[src/rtl/z80_block_xfer_seq_if.sv]
// Memory bus between the block-transfer sequencer and the memory system.
// The sequencer is master; one read and one write channel, each ack-based.
interface z80_block_xfer_seq_if;
    logic        mem_rd;
    logic [15:0] mem_raddr;
    logic        mem_rack;
    logic [7:0]  mem_rdata;
    logic        mem_wr;
    logic [15:0] mem_waddr;
    logic [7:0]  mem_wdata;
    logic        mem_wack;

    modport master (
        output mem_rd,
        output mem_raddr,
        input  mem_rack,
        input  mem_rdata,
        output mem_wr,
        output mem_waddr,
        output mem_wdata,
        input  mem_wack
    );

    modport slave (
        input  mem_rd,
        input  mem_raddr,
        output mem_rack,
        output mem_rdata,
        input  mem_wr,
        input  mem_waddr,
        input  mem_wdata,
        output mem_wack
    );
endinterface

[src/rtl/z80_block_xfer_seq.sv]
// Z80 LDI/LDD/LDIR/LDDR sequencer: one read at HL, one write at DE, reg update.
// Optional macro Z80_BLOCKXFER_UNDOC_FLAGS_EN derives F5/F3 from (byte + A).
module z80_block_xfer_seq #(
    parameter int RPT_EXTRA_CYCLES = 5
) (
    input  logic                        clk,
    input  logic                        reset_n,
    input  logic                        start,
    input  logic [1:0]                  opcode,
    input  logic [15:0]                 reg_bc_in,
    input  logic [15:0]                 reg_de_in,
    input  logic [15:0]                 reg_hl_in,
    input  logic [15:0]                 reg_ip_in,
    input  logic [7:0]                  reg_a_in,
    input  logic [7:0]                  reg_f_in,
    z80_block_xfer_seq_if.master        mem,
    output logic                        busy,
    output logic                        done,
    output logic [15:0]                 reg_bc_out,
    output logic [15:0]                 reg_de_out,
    output logic [15:0]                 reg_hl_out,
    output logic [15:0]                 reg_ip_out,
    output logic [7:0]                  reg_f_out
);

    localparam logic [2:0] S_IDLE = 3'd0;
    localparam logic [2:0] S_RD   = 3'd1;
    localparam logic [2:0] S_WR   = 3'd2;
    localparam logic [2:0] S_UPD  = 3'd3;
    localparam logic [2:0] S_RPT  = 3'd4;
    localparam logic [2:0] S_DONE = 3'd5;

    localparam bit RPT_EN = (RPT_EXTRA_CYCLES > 0);
    localparam logic [15:0] CNT_INIT =
        RPT_EN ? 16'(RPT_EXTRA_CYCLES - 1) : 16'd0;

    logic [2:0]  state;
    logic [2:0]  state_nxt;
    logic [1:0]  op_q;
    logic [15:0] bc_q;
    logic [15:0] de_q;
    logic [15:0] hl_q;
    logic [15:0] ip_q;
    logic [7:0]  a_q;
    logic [7:0]  f_q;
    logic [7:0]  data_q;
    logic [15:0] cnt;

    logic [15:0] bc_dec;
    logic [15:0] de_nxt;
    logic [15:0] hl_nxt;
    logic [15:0] ip_nxt;
    logic [7:0]  f_nxt;
    logic [7:0]  n;
    logic        f5;
    logic        f3;
    logic        bc_nz;
    logic        again;
    logic        unused_bits;

    assign busy          = (state != S_IDLE);
    assign done          = (state == S_DONE);
    assign mem.mem_rd    = (state == S_RD);
    assign mem.mem_wr    = (state == S_WR);
    assign mem.mem_raddr = hl_q;
    assign mem.mem_waddr = de_q;
    assign mem.mem_wdata = data_q;

    // Result datapath: counter decrement, pointer step, flags and IP.
    always_comb begin
        bc_dec = bc_q - 16'd1;
        bc_nz  = (bc_dec != 16'd0);
        again  = op_q[1] && bc_nz;
        de_nxt = op_q[0] ? (de_q - 16'd1) : (de_q + 16'd1);
        hl_nxt = op_q[0] ? (hl_q - 16'd1) : (hl_q + 16'd1);
        ip_nxt = again ? ip_q : (ip_q + 16'd2);
        n      = data_q + a_q;
`ifdef Z80_BLOCKXFER_UNDOC_FLAGS_EN
        f5     = n[1];
        f3     = n[3];
`else
        f5     = f_q[5];
        f3     = f_q[3];
`endif
        f_nxt  = {f_q[7], f_q[6], f5, 1'b0, f3, bc_nz, 1'b0, f_q[0]};
    end

    assign unused_bits = ^{n, f_q[5:1]};

    // Next-state decode for the transfer sequence.
    always_comb begin
        state_nxt = state;
        case (state)
            S_IDLE: if (start) state_nxt = S_RD;
            S_RD:   if (mem.mem_rack) state_nxt = S_WR;
            S_WR:   if (mem.mem_wack) state_nxt = S_UPD;
            S_UPD:  state_nxt = (again && RPT_EN) ? S_RPT : S_DONE;
            S_RPT:  if (cnt == 16'd0) state_nxt = S_DONE;
            S_DONE: state_nxt = S_IDLE;
            default: state_nxt = S_IDLE;
        endcase
    end

    // State register.
    always_ff @(posedge clk or negedge reset_n) begin
        if (!reset_n) begin
            state <= S_IDLE;
        end else begin
            state <= state_nxt;
        end
    end

    // Operand latch on start and read-data capture on the read ack.
    always_ff @(posedge clk or negedge reset_n) begin
        if (!reset_n) begin
            op_q   <= 2'd0;
            bc_q   <= 16'd0;
            de_q   <= 16'd0;
            hl_q   <= 16'd0;
            ip_q   <= 16'd0;
            a_q    <= 8'd0;
            f_q    <= 8'd0;
            data_q <= 8'd0;
        end else begin
            if (state == S_IDLE && start) begin
                op_q <= opcode;
                bc_q <= reg_bc_in;
                de_q <= reg_de_in;
                hl_q <= reg_hl_in;
                ip_q <= reg_ip_in;
                a_q  <= reg_a_in;
                f_q  <= reg_f_in;
            end
            if (state == S_RD && mem.mem_rack) begin
                data_q <= mem.mem_rdata;
            end
        end
    end

    // Result registers; they hold until the next update.
    always_ff @(posedge clk or negedge reset_n) begin
        if (!reset_n) begin
            reg_bc_out <= 16'd0;
            reg_de_out <= 16'd0;
            reg_hl_out <= 16'd0;
            reg_ip_out <= 16'd0;
            reg_f_out  <= 8'd0;
        end else if (state == S_UPD) begin
            reg_bc_out <= bc_dec;
            reg_de_out <= de_nxt;
            reg_hl_out <= hl_nxt;
            reg_ip_out <= ip_nxt;
            reg_f_out  <= f_nxt;
        end
    end

    // Extra idle cycles after a repeating iteration.
    always_ff @(posedge clk or negedge reset_n) begin
        if (!reset_n) begin
            cnt <= 16'd0;
        end else if (state == S_UPD) begin
            cnt <= CNT_INIT;
        end else if (state == S_RPT && cnt != 16'd0) begin
            cnt <= cnt - 16'd1;
        end
    end

endmodule

[src/flat_wrapper.sv]
// flat-port wrapper written by rule: the top's interface ports become plain ports
module z80_block_xfer_seq_flat 
#(
    parameter int RPT_EXTRA_CYCLES = 5
)
  (clk, reset_n, start, opcode, reg_bc_in, reg_de_in, reg_hl_in, reg_ip_in, reg_a_in, reg_f_in, busy, done, reg_bc_out, reg_de_out, reg_hl_out, reg_ip_out, reg_f_out, mem_mem_rd, mem_mem_raddr, mem_mem_rack, mem_mem_rdata, mem_mem_wr, mem_mem_waddr, mem_mem_wdata, mem_mem_wack);
  z80_block_xfer_seq_if mem_i ();
  input  logic clk;
  input  logic reset_n;
  input  logic start;
  input  logic [1:0] opcode;
  input  logic [15:0] reg_bc_in;
  input  logic [15:0] reg_de_in;
  input  logic [15:0] reg_hl_in;
  input  logic [15:0] reg_ip_in;
  input  logic [7:0] reg_a_in;
  input  logic [7:0] reg_f_in;
  output logic busy;
  output logic done;
  output logic [15:0] reg_bc_out;
  output logic [15:0] reg_de_out;
  output logic [15:0] reg_hl_out;
  output logic [15:0] reg_ip_out;
  output logic [7:0] reg_f_out;
  output wire logic [$bits(mem_i.mem_rd)-1:0] mem_mem_rd;
  output wire logic [$bits(mem_i.mem_raddr)-1:0] mem_mem_raddr;
  input wire logic [$bits(mem_i.mem_rack)-1:0] mem_mem_rack;
  input wire logic [$bits(mem_i.mem_rdata)-1:0] mem_mem_rdata;
  output wire logic [$bits(mem_i.mem_wr)-1:0] mem_mem_wr;
  output wire logic [$bits(mem_i.mem_waddr)-1:0] mem_mem_waddr;
  output wire logic [$bits(mem_i.mem_wdata)-1:0] mem_mem_wdata;
  input wire logic [$bits(mem_i.mem_wack)-1:0] mem_mem_wack;
  assign mem_mem_rd = mem_i.mem_rd;
  assign mem_mem_raddr = mem_i.mem_raddr;
  assign mem_i.mem_rack = mem_mem_rack;
  assign mem_i.mem_rdata = mem_mem_rdata;
  assign mem_mem_wr = mem_i.mem_wr;
  assign mem_mem_waddr = mem_i.mem_waddr;
  assign mem_mem_wdata = mem_i.mem_wdata;
  assign mem_i.mem_wack = mem_mem_wack;
  z80_block_xfer_seq #(.RPT_EXTRA_CYCLES(RPT_EXTRA_CYCLES)) u_core (.clk(clk), .reset_n(reset_n), .start(start), .opcode(opcode), .reg_bc_in(reg_bc_in), .reg_de_in(reg_de_in), .reg_hl_in(reg_hl_in), .reg_ip_in(reg_ip_in), .reg_a_in(reg_a_in), .reg_f_in(reg_f_in), .mem(mem_i), .busy(busy), .done(done), .reg_bc_out(reg_bc_out), .reg_de_out(reg_de_out), .reg_hl_out(reg_hl_out), .reg_ip_out(reg_ip_out), .reg_f_out(reg_f_out));
endmodule
[config.mk]
export PLATFORM = sky130hd
export DESIGN_NAME = z80_block_xfer_seq_flat
export DESIGN_NICKNAME = d
export VERILOG_FILES = /design/src/rtl/z80_block_xfer_seq_if.sv /design/src/rtl/z80_block_xfer_seq.sv /design/src/flat_wrapper.sv
export SDC_FILE = /design/constraint.sdc
export NUM_CORES = 1
export LEC_CHECK = 0
export BUFFER_PORTS_ARGS = -buffer_cell sky130_fd_sc_hd__clkbuf_2
export CAP_MARGIN = 25
export CORE_UTILIZATION = 45
export DETAILED_ROUTE_END_ITERATION = 10
export MAX_ROUTING_LAYER = met4
export PLACE_DENSITY = 0.8
export SETUP_SLACK_MARGIN = 0.1
export SLEW_MARGIN = 20
export SYNTH_ARGS = -nofsm -noshare
export SYNTH_HDL_FRONTEND = slang
export SYNTH_SLANG_ARGS = --single-unit
export TNS_END_PERCENT = 100
[constraint.sdc]
create_clock -name clk -period 2.7 [get_ports clk]
set_input_delay 0.405 -clock clk [delete_from_list [all_inputs] [get_ports clk]]
set_output_delay 0.405 -clock clk [all_outputs]
set_load 0.01 [all_outputs]
# Word-level counts from Yosys, hierarchy flattened
# Index checks and enable logic that the tools add are counted.
[totals] out_inout_bits=116 reg_bits=171 in_bits=95
[op_classes] mux=11 reduce_logical=11 add_sub_neg=7 n_eq_ne=9
[op_table] cell="16-bit two-way mux" count=5
[op_table] cell="16-bit by 1-bit subtractor with 16-bit output (second input constant)" count=4
[op_table] cell="16-bit by 1-bit adder with 16-bit output (second input constant)" count=2
[op_table] cell="16-bit nonzero test" count=2
[op_table] cell="16-bit by 2-bit adder with 16-bit output (second input constant)" count=1
[op_table] cell="16-bit logical NOT" count=1
[op_table] cell="3-bit case mux with 5 select lines" count=1
[op_table] cell="3-bit two-way mux" count=4
[op_table] cell="3-bit by 2-bit equality test with 1-bit output (second input constant)" count=2
[op_table] cell="3-bit equality test (second input constant)" count=2
[op_table] cell="2-bit by 1-bit inequality test with 1-bit output (second input constant)" count=3
[op_table] cell="1-bit logical AND" count=4
[op_table] cell="4-bit AND reduction" count=1
[op_table] cell="3-bit by 1-bit equality test with 1-bit output (second input constant)" count=1
[op_table] cell="3-bit logical NOT" count=1
[op_table] cell="3-bit nonzero test" count=1
[op_table] cell="2-bit inequality test (second input constant)" count=1
[op_table] cell="2-bit nonzero test" count=1
[op_table] cell="1-bit two-way mux" count=1

# Logic depth before layout (Yosys ltp)
# Gate-level depths: netlist of run 1.
[depth] depth_word=5 ltp_mapped=10 depth_no_buf=9

# Worst setup path before layout of run 1
# Ideal clock, no wire load.
[synth_path] path_type="register to register" startpoint="reg u_core.op_q[0]" endpoint="reg u_core.reg_de_out[14]" setup_time_ps=65 stages_incl_launch_ff=10 required_time_ps=2635 synth_period_minus_slack_ps=2801 slack_ps=-101 arrival_ps=2736 n_path_buf=0 cell_sequence="dfrtp_1 inv_1 fa_1 nor2b_1 o21ai_0 a21bo_2 a211oi_1 a211oi_1 nor4b_1 a211o_1"
[synth_via] elab_chain_cells=1
[synth_lines] element="start: declaration" line="z80_block_xfer_seq.sv:39" source="logic [1:0] op_q;"
[synth_lines] element="start signal: assignment" line="z80_block_xfer_seq.sv:126" source="op_q <= opcode;"
[synth_lines] element="16-bit two-way mux" line="z80_block_xfer_seq.sv:74" source="de_nxt = op_q[0] ? (de_q - 16'd1) : (de_q + 16'd1);"
[synth_lines] element="end signal: assignment" line="z80_block_xfer_seq.sv:150" source="reg_de_out <= de_nxt;"
[synth_lines] element="end: declaration" line="z80_block_xfer_seq.sv:20" source="output logic [15:0] reg_de_out,"
# No other way between the ends.
# A chain may end at the register's enable or synchronous reset.

# Worst setup path in the final report of run 1
[layout_path] startpoint="reg u_core.op_q[0]" endpoint="reg u_core.reg_hl_out[14]"
[layout_via] elab_chain_cells=1
[layout_lines] element="16-bit two-way mux" line="z80_block_xfer_seq.sv:75" source="hl_nxt = op_q[0] ? (hl_q - 16'd1) : (hl_q + 16'd1);"
[layout_lines] element="end signal: assignment" line="z80_block_xfer_seq.sv:151" source="reg_hl_out <= hl_nxt;"
[layout_lines] element="end: declaration" line="z80_block_xfer_seq.sv:21" source="output logic [15:0] reg_hl_out,"
# No other way between the ends.

==> run_results.csv, run 1 <==
group,metric,value,unit
synthesis,yosys_warnings,0,
floorplanning,core,0.01821,mm²
power_and_ir_drop,ir_drop,0.7650,mV
synthesis,synth.cell_area,0.008464,mm²
synthesis,synthCells,811,
global_route,antenna_found_initial,1,
synthesis,synth_top_flop_cell,"dfrtp_1",
synthesis,synth_edf_count,0,
clocking,cts_buffers,17,
global_route,grt_pass1_wl,31280,µm
synthesis,syn_area_per_cell,10.44,µm²
timing,period_minus_slack,2.488,ns
clocking,clockBufferDepth,2,
power_and_ir_drop,p_int,9.059,mW
synthesis,synth.area.top_cells,"dfrtp_1 (50%), mux2_2 (9.3%), nand2_1 (5.7%)",
worst_setup_path,cp_cell_sequence,"buf_12 > ha_1 > nor2b_1 > o21ai_1 > a21boi_1 > o211ai_1 > a21oi_1 > or3_1 > a31o_2",
detailed_routing,wl_per_cell,15.17,µm
power_and_ir_drop,combPwrFrac,50.4,%
job,maxCapViolations,0,
worst_setup_path,start_kind,"register",
worst_setup_path,cp.arrival,2.80,ns
clocking,clk_pin_slew,0.06,ns
synthesis,synth_top_area_share,49.67,%
outcome,status,"finished with violations",
synthesis,ys_ff_latch,168,
clocking,root_buffer,"clkbuf_16",
timing,drv_slew,0,
timing,holdWs,0.1948,ns
detailed_routing,viasPerCell,5.294,
floorplanning,start_util,46.49,%
timing,fmax,401.9,MHz
timing,finalHoldViolations,0,
timing,fin_setup_tns,0,ns
worst_setup_path,path_delay_family,"compound AO/OA/AOI/OAI gates",
power_and_ir_drop,power_density,1418,mW/mm²
clocking,tritoncts,"yes",
global_route,grt_pass1_vias,6418,
outcome,failed_checks,"design-rule violations",
timing,rsz0062_at_grt,"true",
power_and_ir_drop,switchingPower,6.109,mW
global_route,grt-ovfl-total,0,
power_and_ir_drop,power,15.17,mW
detailed_routing,ant_nets,0,
clocking,cts_sinks,168,
power_and_ir_drop,p_sw_share,40.27,%
synthesis,synth_cell_types,63,
global_route,grt_use_total,21.05,%
floorplanning,fp.dieArea,0.01936,mm²
worst_setup_path,path_buf_inv,1,
layout,drive_above_1_share,34.39,%
synthesis,synth-seq-area-share,49.67,%
worst_setup_path,rrSetupSlack,0.21,ns
worst_setup_path,slowest_stage,"dfrtp_2",
detailed_routing,drt_iter0_markers,411,
floorplanning,die_height,139.2,µm
floorplanning,die_w,139.2,µm
detailed_routing,vias,6729,
worst_setup_path,critical_path.max_fanout,7,
placement,gp_congestion,0.8948,
worst_setup_path,critPathMaxStageDelay,0.50,ns
global_route,grt_max_degree,80,
timing,period_share,92.15,%
worst_setup_path,worst_ep_required_time,3.01,ns
worst_setup_path,crit_path_end_kind,"register",
synthesis,synth_top_cell_by_area,"dfrtp_1",
detailed_routing,first_pass_iters,9,
layout,area_growth,26.36,%
detailed_routing,drc,12,
floorplanning,boundaryPins,211,
synthesis,async_flop_share,100.0,%
placement,dpl.hpwl,14080,µm
detailed_routing,totalWireLength,19280,µm
worst_setup_path,path_class,"register to register",
clocking,insertion_delay,0.42,ns
power_and_ir_drop,p_seq_share,31.9,%
placement,port_buffers,197,
timing,setup_viol_count_final,0,
power_and_ir_drop,clockPowerShare,17.7,%
layout,fin_nets,1157,
power_and_ir_drop,p_leak,5.133,nW
worst_hold_path,hp-class,"primary input to register",
timing,worst_slew_pin_slew,0.6719,ns
clocking,htreeDepth,4,
floorplanning,num_rows,49,
timing,finalClockSkew,0.007727,ns
timing,slew_headroom,55.21,%
registers in the layout (all words and copies together), names as in the netlist:
name	cells
u_core.bc_q	16
u_core.cnt	16
u_core.f_q	5
u_core.ip_q	16
u_core.mem.mem_raddr	16
u_core.mem.mem_waddr	16
u_core.mem.mem_wdata	8
u_core.op_q	2
u_core.reg_bc_out	16
u_core.reg_de_out	16
u_core.reg_f_out	6
u_core.reg_hl_out	16
u_core.reg_ip_out	16
u_core.state	3
cell families after synthesis:
family | after synthesis | share of synthesized area, %
and+or+nand+nor | 271 | 15.71
DFF | 168 | 49.67
AOI/OAI and AO/OA | 152 | 10.87
muxes | 75 | 9.904
xor gates and xnor gates | 57 | 5.898
buffers and inverters | 53 | 2.705
adders and majority gates | 34 | 5.203
other | 1 | 0.04430
stage by stage:
step | setup WS (ns) | util, % | cell area (µm²) | instances
2_1_floorplan | 0.1731 | - | 8469 | 812
3_3_place_gp | 0.03835 | 54.21 | 9871 | 1229
3_5_place_dp | 0.01354 | 54.21 | 9871 | 1229
4_1_cts | 0.1026 | 57.89 | 10540 | 1262
5_1_grt | 0.04325 | 58.74 | 10700 | 1271
6_report | 0.2118 | 58.74 | 10700 | 1271
layout make-up:
class	instances	area [µm²]
fill	1533	7513
sequential	168	4207
multi-input combinational	591	4133
timing repair buffer	232	1350
clock buffer	18	429.2
tap	229	286.5
clock inverter	14	220.2
inverter	18	67.56
antenna	1	2.502
final timing paths:
path,start,endpoint,cells after the start
max in group asynchronous,reset_n,u_core.mem.mem_waddr[8],3
min in group asynchronous,reset_n,u_core.ip_q[1],2
worst max-delay path,u_core.op_q[0],u_core.reg_hl_out[14],9
worst min-delay path,reg_de_in[1],u_core.mem.mem_waddr[1],3
worst max register to register,u_core.op_q[0],u_core.reg_hl_out[14],9
worst min register to register,u_core.f_q[0],u_core.reg_f_out[0],2
metal layers:
metal	vias to the layer above	wire length, µm	GRT usage, %
li1	3288	-	-
met2	165	9325	33.07
met4	0	209	6.491
met1	3258	8743	26.63
met3	18	1003	5.559
met5	-	0	-
worst min-delay path: cells and delay by family:
kind,cells,cell delay [ns]
simple gates,1,0.04
buf+inv,1,0.08
compound gates,1,0.05
cells in the mapped netlist (all sizes together) (6+ instances only):
master and instances:
dfrtp 168, nand2 128, o21ai 81, mux2 70
nor2 38, ha 32, xor2 31, clkbuf 29
xnor2 26, a21oi 22, inv 18, nor3 18
nand3 14, a21o 11, nand4 11, nand2b 8
a211oi 7, buf 6, nor3b 6, nor4 6
nor4b 6, or3 6
power groups by stage:
| stage | clock network, mW | logic, mW | registers, mW |
|---|---|---|---|
| floorplan | 0 | 4.74 | 5.00 |
| global placement | 0 | 7.14 | 4.79 |
| detailed placement | 0 | 7.33 | 4.86 |
| CTS | 2.75 | 7.41 | 4.82 |
| global route | 2.84 | 8.51 | 5.03 |
| finish | 2.68 | 7.65 | 4.84 |
placed cells by master (no fill, tap or decap), types with 6 or more instances in the layout:
| cell | n |
|---|---|
| buf_4 | 27 |
| dfrtp_1 | 166 |
| buf_12 | 6 |
| o21ai_0 | 68 |
| o21ai_1 | 13 |
| clkbuf_16 | 18 |
| ha_1 | 31 |
| a21oi_1 | 22 |
| nor3_1 | 17 |
| nor2_1 | 37 |
| nand2b_1 | 8 |
| xor2_1 | 31 |
| nand2_1 | 128 |
| nand4_1 | 11 |
| inv_1 | 16 |
| a211oi_1 | 6 |
| a21o_1 | 11 |
| mux2_2 | 70 |
| or3_1 | 6 |
| clkbuf_2 | 196 |
| xnor2_1 | 26 |
| nand3_1 | 14 |
repair_timing:
| item | 4_1_cts | 5_1_grt |
|---|---|---|
| cloned | 0 | 1 |
| endpoints found under the hold margin | 3 | 0 |
| gates resized for setup | 4 | 19 |
| hold buffers | 1 | 0 |
| buffers inserted | 0 | 7 |
| pin swaps | 1 | 7 |
| setup endpoints to repair | 7 | 21 |
Power figures use the tool's default switching activity.
==> inputs of run 2 (changes only) <==
Settings changed: CORE_UTILIZATION 45 to 35, PLACE_DENSITY 0.8 to 0.67, SLEW_MARGIN 20 to 30.
==> run 2 against run 1 <==
The flow now finishes without violations. Global-route usage fell by 4.1 points. Cell count rose by 6.9%. Design area rose by 0.10%. Total power fell by 2.1%. First-iteration DRC count fell by 47%. Worst hold slack got worse by 0.0020 ns. Non-clock buffer count fell by 2. Combinational power fell by 2%. Setup slack got worse by 0.053 ns. Clock power fell by 6%. Critical endpoint is now u_core.reg_ip_out[11].
==> run_results.csv, run 2 (synthesis results as in run 1) <==
group,metric,value,unit
detailed_routing,totalWireLength,20010,µm
global_route,grt_max_degree,81,
worst_setup_path,cp.arrival,2.83,ns
job,maxCapViolations,0,
layout,mostFrequentLayoutCells,"clkbuf_2 (196), dfrtp_1 (166), nand2_1 (128)",
worst_setup_path,path_delay_family,"simple AND/OR/NAND/NOR gates",
timing,fmax,393.5,MHz
clocking,clk_pin_slew,0.07,ns
clocking,htreeDepth,4,
worst_setup_path,path_buf_inv,2,
power_and_ir_drop,p_sw_share,41.20,%
timing,fin_setup_tns,0,ns
timing,rsz0062_at_grt,"true",
detailed_routing,vias,6598,
power_and_ir_drop,power_density,1387,mW/mm²
worst_hold_path,hp-class,"primary input to register",
detailed_routing,drc,0,
floorplanning,fp.dieArea,0.02481,mm²
clocking,tritoncts,"yes",
global_route,grt_pass1_wl,31710,µm
timing,period_minus_slack,2.541,ns
worst_setup_path,critical_path.max_fanout,8,
floorplanning,core,0.02361,mm²
clocking,root_buffer,"clkbuf_16",
power_and_ir_drop,power,14.85,mW
detailed_routing,top_layer_used,"met4",
global_route,grt_use_total,16.91,%
worst_setup_path,cp_cell_sequence,"nor4_2 > nand4_1 > xnor2_1 > o41ai_4 > buf_4 > buf_12 > nor3b_2 > xnor2_1 > o21ai_1",
detailed_routing,ant_nets,0,
worst_setup_path,path_class,"register to register",
worst_setup_path,rrSetupSlack,0.16,ns
power_and_ir_drop,p_seq_share,32.6,%
global_route,grt-ovfl-total,0,
placement,placed_area,0.009951,mm²
placement,place_inst,1318,
placement,dpl.hpwl,14440,µm
detailed_routing,wl_per_cell,14.72,µm
global_route,grt_pass1_vias,6322,
global_route,antenna_found_initial,1,
worst_setup_path,worst_ep_required_time,2.99,ns
clocking,cts_sinks,168,
detailed_routing,first_pass_iters,5,
floorplanning,die_w,157.5,µm
timing,period_share,94.11,%
floorplanning,num_rows,56,
layout,final_cell_area,0.01071,mm²
placement,port_buffers,197,
power_and_ir_drop,switchingPower,6.118,mW
power_and_ir_drop,p_leak,5.089,nW
timing,worst_slew_pin_slew,0.5807,ns
worst_hold_path,holdPathStages,3,
clocking,insertion_delay,0.42,ns
floorplanning,die_height,157.5,µm
worst_setup_path,r2r_cells,9,
layout,layout_commonest_cell,"clkbuf_2",
detailed_routing,dr_wl_met3,1083,µm
layout,fin_nets,1155,
worst_setup_path,crit_top_cell,"xnor2_1",
power_and_ir_drop,p_int,8.732,mW
power_and_ir_drop,clockPowerShare,17.0,%
worst_setup_path,r2r_start,"u_core.bc_q[3]",
timing,finalHoldViolations,0,
worst_hold_path,holdCritStartpoint,"reg_de_in[0]",
detailed_routing,drt_iter0_markers,216,
detailed_routing,met1Wirelength,9339,µm
power_and_ir_drop,ir_drop,0.6731,mV
placement,gp_congestion,0.8009,
power_and_ir_drop,combPwrFrac,50.5,%
worst_setup_path,crit_path_end_kind,"register",
layout,layout.cells.non_filler,1359,
worst_setup_path,slowest_stage,"dfrtp_1",
timing,slew_headroom,61.10,%
worst_hold_path,holdPathEnd,"u_core.mem.mem_waddr[0]",
worst_setup_path,start_kind,"register",
timing,drv_slew,0,
clocking,cts_buffers,17,
detailed_routing,viasPerCell,4.855,
detailed_routing,wl_met2,9352,µm
timing,setup_viol_count_final,0,
floorplanning,start_util,35.85,%
clocking,clockBufferDepth,2,
worst_setup_path,r2r_end,"u_core.reg_ip_out[11]",
layout,area_growth,26.49,%
timing,finalClockSkew,0.01312,ns
outcome,status,"finished clean",
worst_setup_path,critPathMaxStageDelay,0.51,ns
layout,drive_above_1_share,34.55,%
floorplanning,boundaryPins,211,
==> run 2: cell count changes in the layout (fill, tap and decap cells not counted), moves of 2 or more <==
cell       before  now
a2111oi_2       0    2
clkinv_4        0    3
buf_12          6    4
inv_6           2    4
bufinv_16       5    2
==> run 2: what timing repair did <==
action | in CTS | in global routing
setup buffers | 0 | 6
endpoints found under the setup margin | 6 | 17
resized for setup | 3 | 18
hold endpoints to repair | 44 | 0
cloned | 0 | 1
hold buffers | 1 | 0
pin swaps | 0 | 6
==> run 2: worst register-to-register path, delay by kind of cell, from the launching register on <==
family	cells	cell delay (ns)
xor+xnor	2	0.41
flops	1	0.51
buf+inv	2	0.29
simple gates	3	0.74
compound gates	2	0.48
==> run 2: layer usage <==
metal	global-route usage [%]	up-vias
met2	26.89	155
met1	20.98	3141
met5	-	-
met4	5.132	0
li1	-	3286
met3	4.488	16
==> run 2: how the worst max path moves through the flow <==
stage | endpoint | cells past startpoint | slack [ns] | start
4_1_cts | u_core.reg_ip_out[11] | 10 | 0.12 | u_core.bc_q[1]
6_report | u_core.reg_ip_out[11] | 9 | 0.16 | u_core.bc_q[3]
5_1_grt | u_core.reg_ip_out[11] | 9 | 0.03 | u_core.bc_q[3]
3_3_place_gp | u_core.reg_de_out[13] | 9 | 0.07 | u_core.op_q[0]
2_1_floorplan | u_core.reg_de_out[14] | 9 | 0.17 | u_core.op_q[0]
3_5_place_dp | u_core.reg_de_out[13] | 9 | 0.08 | u_core.op_q[0]
==> run 2: final cells by class <==
cell class	instances	area, µm²
Timing Repair Buffer	230	1310
Clock buffer	18	439.2
Inverter	18	67.56
Clock inverter	14	161.4
Antenna cell	1	2.502
Fill cell	2271	12910
Tap cell	319	399.1
Multi-Input combinational cell	591	4120
Sequential cell	168	4207
==> run 2: power by group through the flow <==
| stage | clock network (mW) | registers [mW] | logic (mW) |
|---|---|---|---|
| 4_1_cts | 2.58 | 4.83 | 7.34 |
| 6_report | 2.52 | 4.84 | 7.49 |
| 3_3_place_gp | 0 | 4.81 | 7.15 |
| 3_5_place_dp | 0 | 4.86 | 7.28 |
| 2_1_floorplan | 0 | 5.00 | 4.74 |
| 5_1_grt | 2.68 | 5.04 | 8.41 |
==> run 2: through the flow <==
step	worst slack, ns	utilization [%]	hold slack [ns]
after floorplan	0.1731	-	0.1094
after global placement	0.07386	42.14	0.3844
after detailed placement	0.07964	42.14	0.3887
after CTS	0.1154	44.79	0.1699
after global routing	0.03073	45.34	0.1939
final	0.1590	45.34	0.1927
==> inputs of run 3 (changes only) <==
Settings changed: CELL_PAD_IN_SITES_DETAIL_PLACEMENT set to 1, CELL_PAD_IN_SITES_GLOBAL_PLACEMENT set to 1, CORE_ASPECT_RATIO set to 0.5, PLACE_DENSITY 0.67 to 0.81.
==> run 3 against run 2 <==
Design area up 0.98%. Wire length up 20%. Sequential power grew 0.8%. Clock skew shrank 0.0022 ns. First-iteration DRC count rose by 45%. Via count rose by 3.6%. Critical path depth unchanged. Global-route usage is 3.4 points higher. Highest routed layer unchanged.
==> run_results.csv, run 3 (synthesis results as in run 1) <==
group,metric,value,unit
placement,post-place-ws,-0.01359,ns
worst_setup_path,slowest_stage,"dfrtp_1",
clocking,cts_sinks,168,
timing,period_minus_slack,2.613,ns
worst_setup_path,r2r_start,"u_core.bc_q[4]",
clocking,clk_pin_slew,0.07,ns
timing,fmax,382.7,MHz
timing,period_share,96.78,%
floorplanning,die_w,221.9,µm
worst_setup_path,cp.arrival,2.93,ns
layout,insertedDiodeCount,0,
global_route,grt_max_degree,92,
detailed_routing,drt_iter0_markers,314,
clocking,cts_buffers,17,
layout,fin_nets,1159,
floorplanning,die_height,112.0,µm
worst_setup_path,r2r_cells,9,
placement,port_buffers,197,
layout,final_cell_area,0.01081,mm²
detailed_routing,first_pass_iters,4,
global_route,grt_pass1_vias,7277,
power_and_ir_drop,ir_drop,0.5271,mV
outcome,status,"finished clean",
layout,multi_input_area,0.004195,mm²
worst_setup_path,cp-startpoint,"u_core.bc_q[4]",
timing,fin_setup_tns,0,ns
power_and_ir_drop,clockPowerShare,16.3,%
timing,rsz0062_at_grt,"true",
detailed_routing,drc,0,
layout,drive_above_1_share,35.38,%
worst_hold_path,hp-class,"primary input to register",
power_and_ir_drop,p_leak,5.108,nW
global_route,grt-ovfl-total,0,
worst_setup_path,worst_ep_required_time,3.02,ns
worst_hold_path,holdCritStartpoint,"reg_de_in[0]",
layout,ff_latch_area,0.004207,mm²
clocking,htreeDepth,4,
layout,post-route-util,46.45,%
worst_setup_path,crit_path_end_kind,"register",
layout,mostFrequentLayoutCells,"clkbuf_2 (196), dfrtp_1 (166), nand2_1 (128)",
timing,drv_slew,0,
timing,finalHoldViolations,0,
power_and_ir_drop,switchingPower,6.616,mW
power_and_ir_drop,combPwrFrac,52.3,%
power_and_ir_drop,p_int,8.949,mW
power_and_ir_drop,p_seq_share,31.4,%
floorplanning,fp.dieArea,0.02485,mm²
detailed_routing,wl_per_cell,17.77,µm
worst_setup_path,path_class,"register to register",
timing,slew_headroom,59.78,%
worst_setup_path,cp_cell_sequence,"nor4_2 > nand4_1 > xnor2_1 > o41ai_4 > buf_4 > buf_12 > nor4b_4 > xnor2_1 > o21ai_1",
floorplanning,core,0.02328,mm²
worst_setup_path,critical_path.max_fanout,8,
timing,worst_slew_pin_slew,0.6032,ns
worst_setup_path,path_delay_family,"simple AND/OR/NAND/NOR gates",
floorplanning,boundaryPins,211,
worst_setup_path,critPathMaxStageDelay,0.46,ns
layout,nFillCells,2644,
placement,placed_area,0.009957,mm²
detailed_routing,vias,6836,
worst_setup_path,rrSetupSlack,0.09,ns
global_route,grt_pass1_wl,38410,µm
clocking,clockBufferDepth,2,
layout,layout_commonest_cell,"clkbuf_2",
global_route,grt_use_total,20.28,%
clocking,tritoncts,"yes",
worst_setup_path,cp_num_cells,9,
worst_setup_path,path_buf_inv,2,
layout,area_growth,27.73,%
global_route,antenna_found_initial,0,
timing,setup_viol_count_final,0,
job,maxCapViolations,0,
worst_hold_path,holdPathEnd,"u_core.mem.mem_waddr[0]",
clocking,root_buffer,"clkbuf_16",
placement,dpl.hpwl,17310,µm
power_and_ir_drop,p_sw_share,42.51,%
worst_setup_path,start_kind,"register",
timing,finalClockSkew,0.01094,ns
floorplanning,start_util,36.37,%
placement,place_inst,1308,
placement,gp_congestion,0.8767,
worst_setup_path,r2r_end,"u_core.reg_ip_out[13]",
detailed_routing,totalWireLength,23990,µm
timing,setup_ws,0.08705,ns
detailed_routing,ant_nets,0,
floorplanning,num_rows,39,
detailed_routing,viasPerCell,5.064,
layout,layout.cells.non_filler,1350,
worst_hold_path,holdPathStages,3,
clocking,insertion_delay,0.44,ns
worst_setup_path,crit_top_cell,"xnor2_1",
power_and_ir_drop,power_density,1440,mW/mm²
run 3: worst min-delay path: cells and delay by family:
| kind | cells | cell delay, ns |
|---|---|---|
| buffers and inverters | 1 | 0.08 |
| AOI/OAI and AO/OA | 1 | 0.06 |
| and+or+nand+nor | 1 | 0.04 |
run 3: power by group through the flow:
| stage | Sequential (mW) | Combinational, mW | Clock [mW] |
|---|---|---|---|
| CTS | 4.87 | 7.83 | 2.61 |
| finish | 4.88 | 8.14 | 2.54 |
| global route | 5.06 | 9.03 | 2.70 |
| floorplan | 5.00 | 4.74 | 0 |
| global placement | 4.81 | 7.24 | 0 |
| detailed placement | 4.91 | 7.65 | 0 |
run 3: worst max path at each step:
stage	end	slack (ns)
2_1_floorplan	u_core.reg_de_out[14]	0.17
3_3_place_gp	u_core.reg_hl_out[13]	0.09
3_5_place_dp	u_core.reg_de_out[13]	-0.01
4_1_cts	u_core.reg_de_out[9]	0.07
5_1_grt	u_core.reg_ip_out[13]	0.004
6_report	u_core.reg_ip_out[13]	0.09
run 3: what timing repair did:
| action | 4_1_cts | 5_1_grt |
|---|---|---|
| cloned | 0 | 1 |
| buffers inserted | 3 | 5 |
| resized for setup | 10 | 23 |
| hold endpoints to repair | 57 | 0 |
| endpoints found under the setup margin | 12 | 30 |
| pin swaps | 2 | 7 |
| hold buffers | 1 | 0 |
run 3: per-layer routing:
metal | share of wire [%] | vias up | GRT usage, %
met5 | 0 | - | -
met4 | 2.8 | 0 | 8.102
met1 | 43 | 3425 | 23.71
met2 | 52 | 99 | 34.68
li1 | - | 3270 | -
met3 | 2.3 | 42 | 3.748
run 3: cell type report:
class                           instances  area share [%]
Timing Repair Buffer                  234           12.49
Clock buffer                           21           4.351
Clock inverter                         11           1.273
Tap cell                              307           3.553
Sequential cell                       168           38.91
Multi-Input combinational cell        591           38.80
Inverter                               18          0.6249
run 3: per-stage QoR:
step | power [mW] | hold WS (ns)
after detailed placement | 12.55 | 0.4355
after global placement | 12.05 | 0.4282
after floorplan | 9.742 | 0.1094
final | 15.56 | 0.1715
after CTS | 15.31 | 0.1479
after global routing | 16.79 | 0.1672
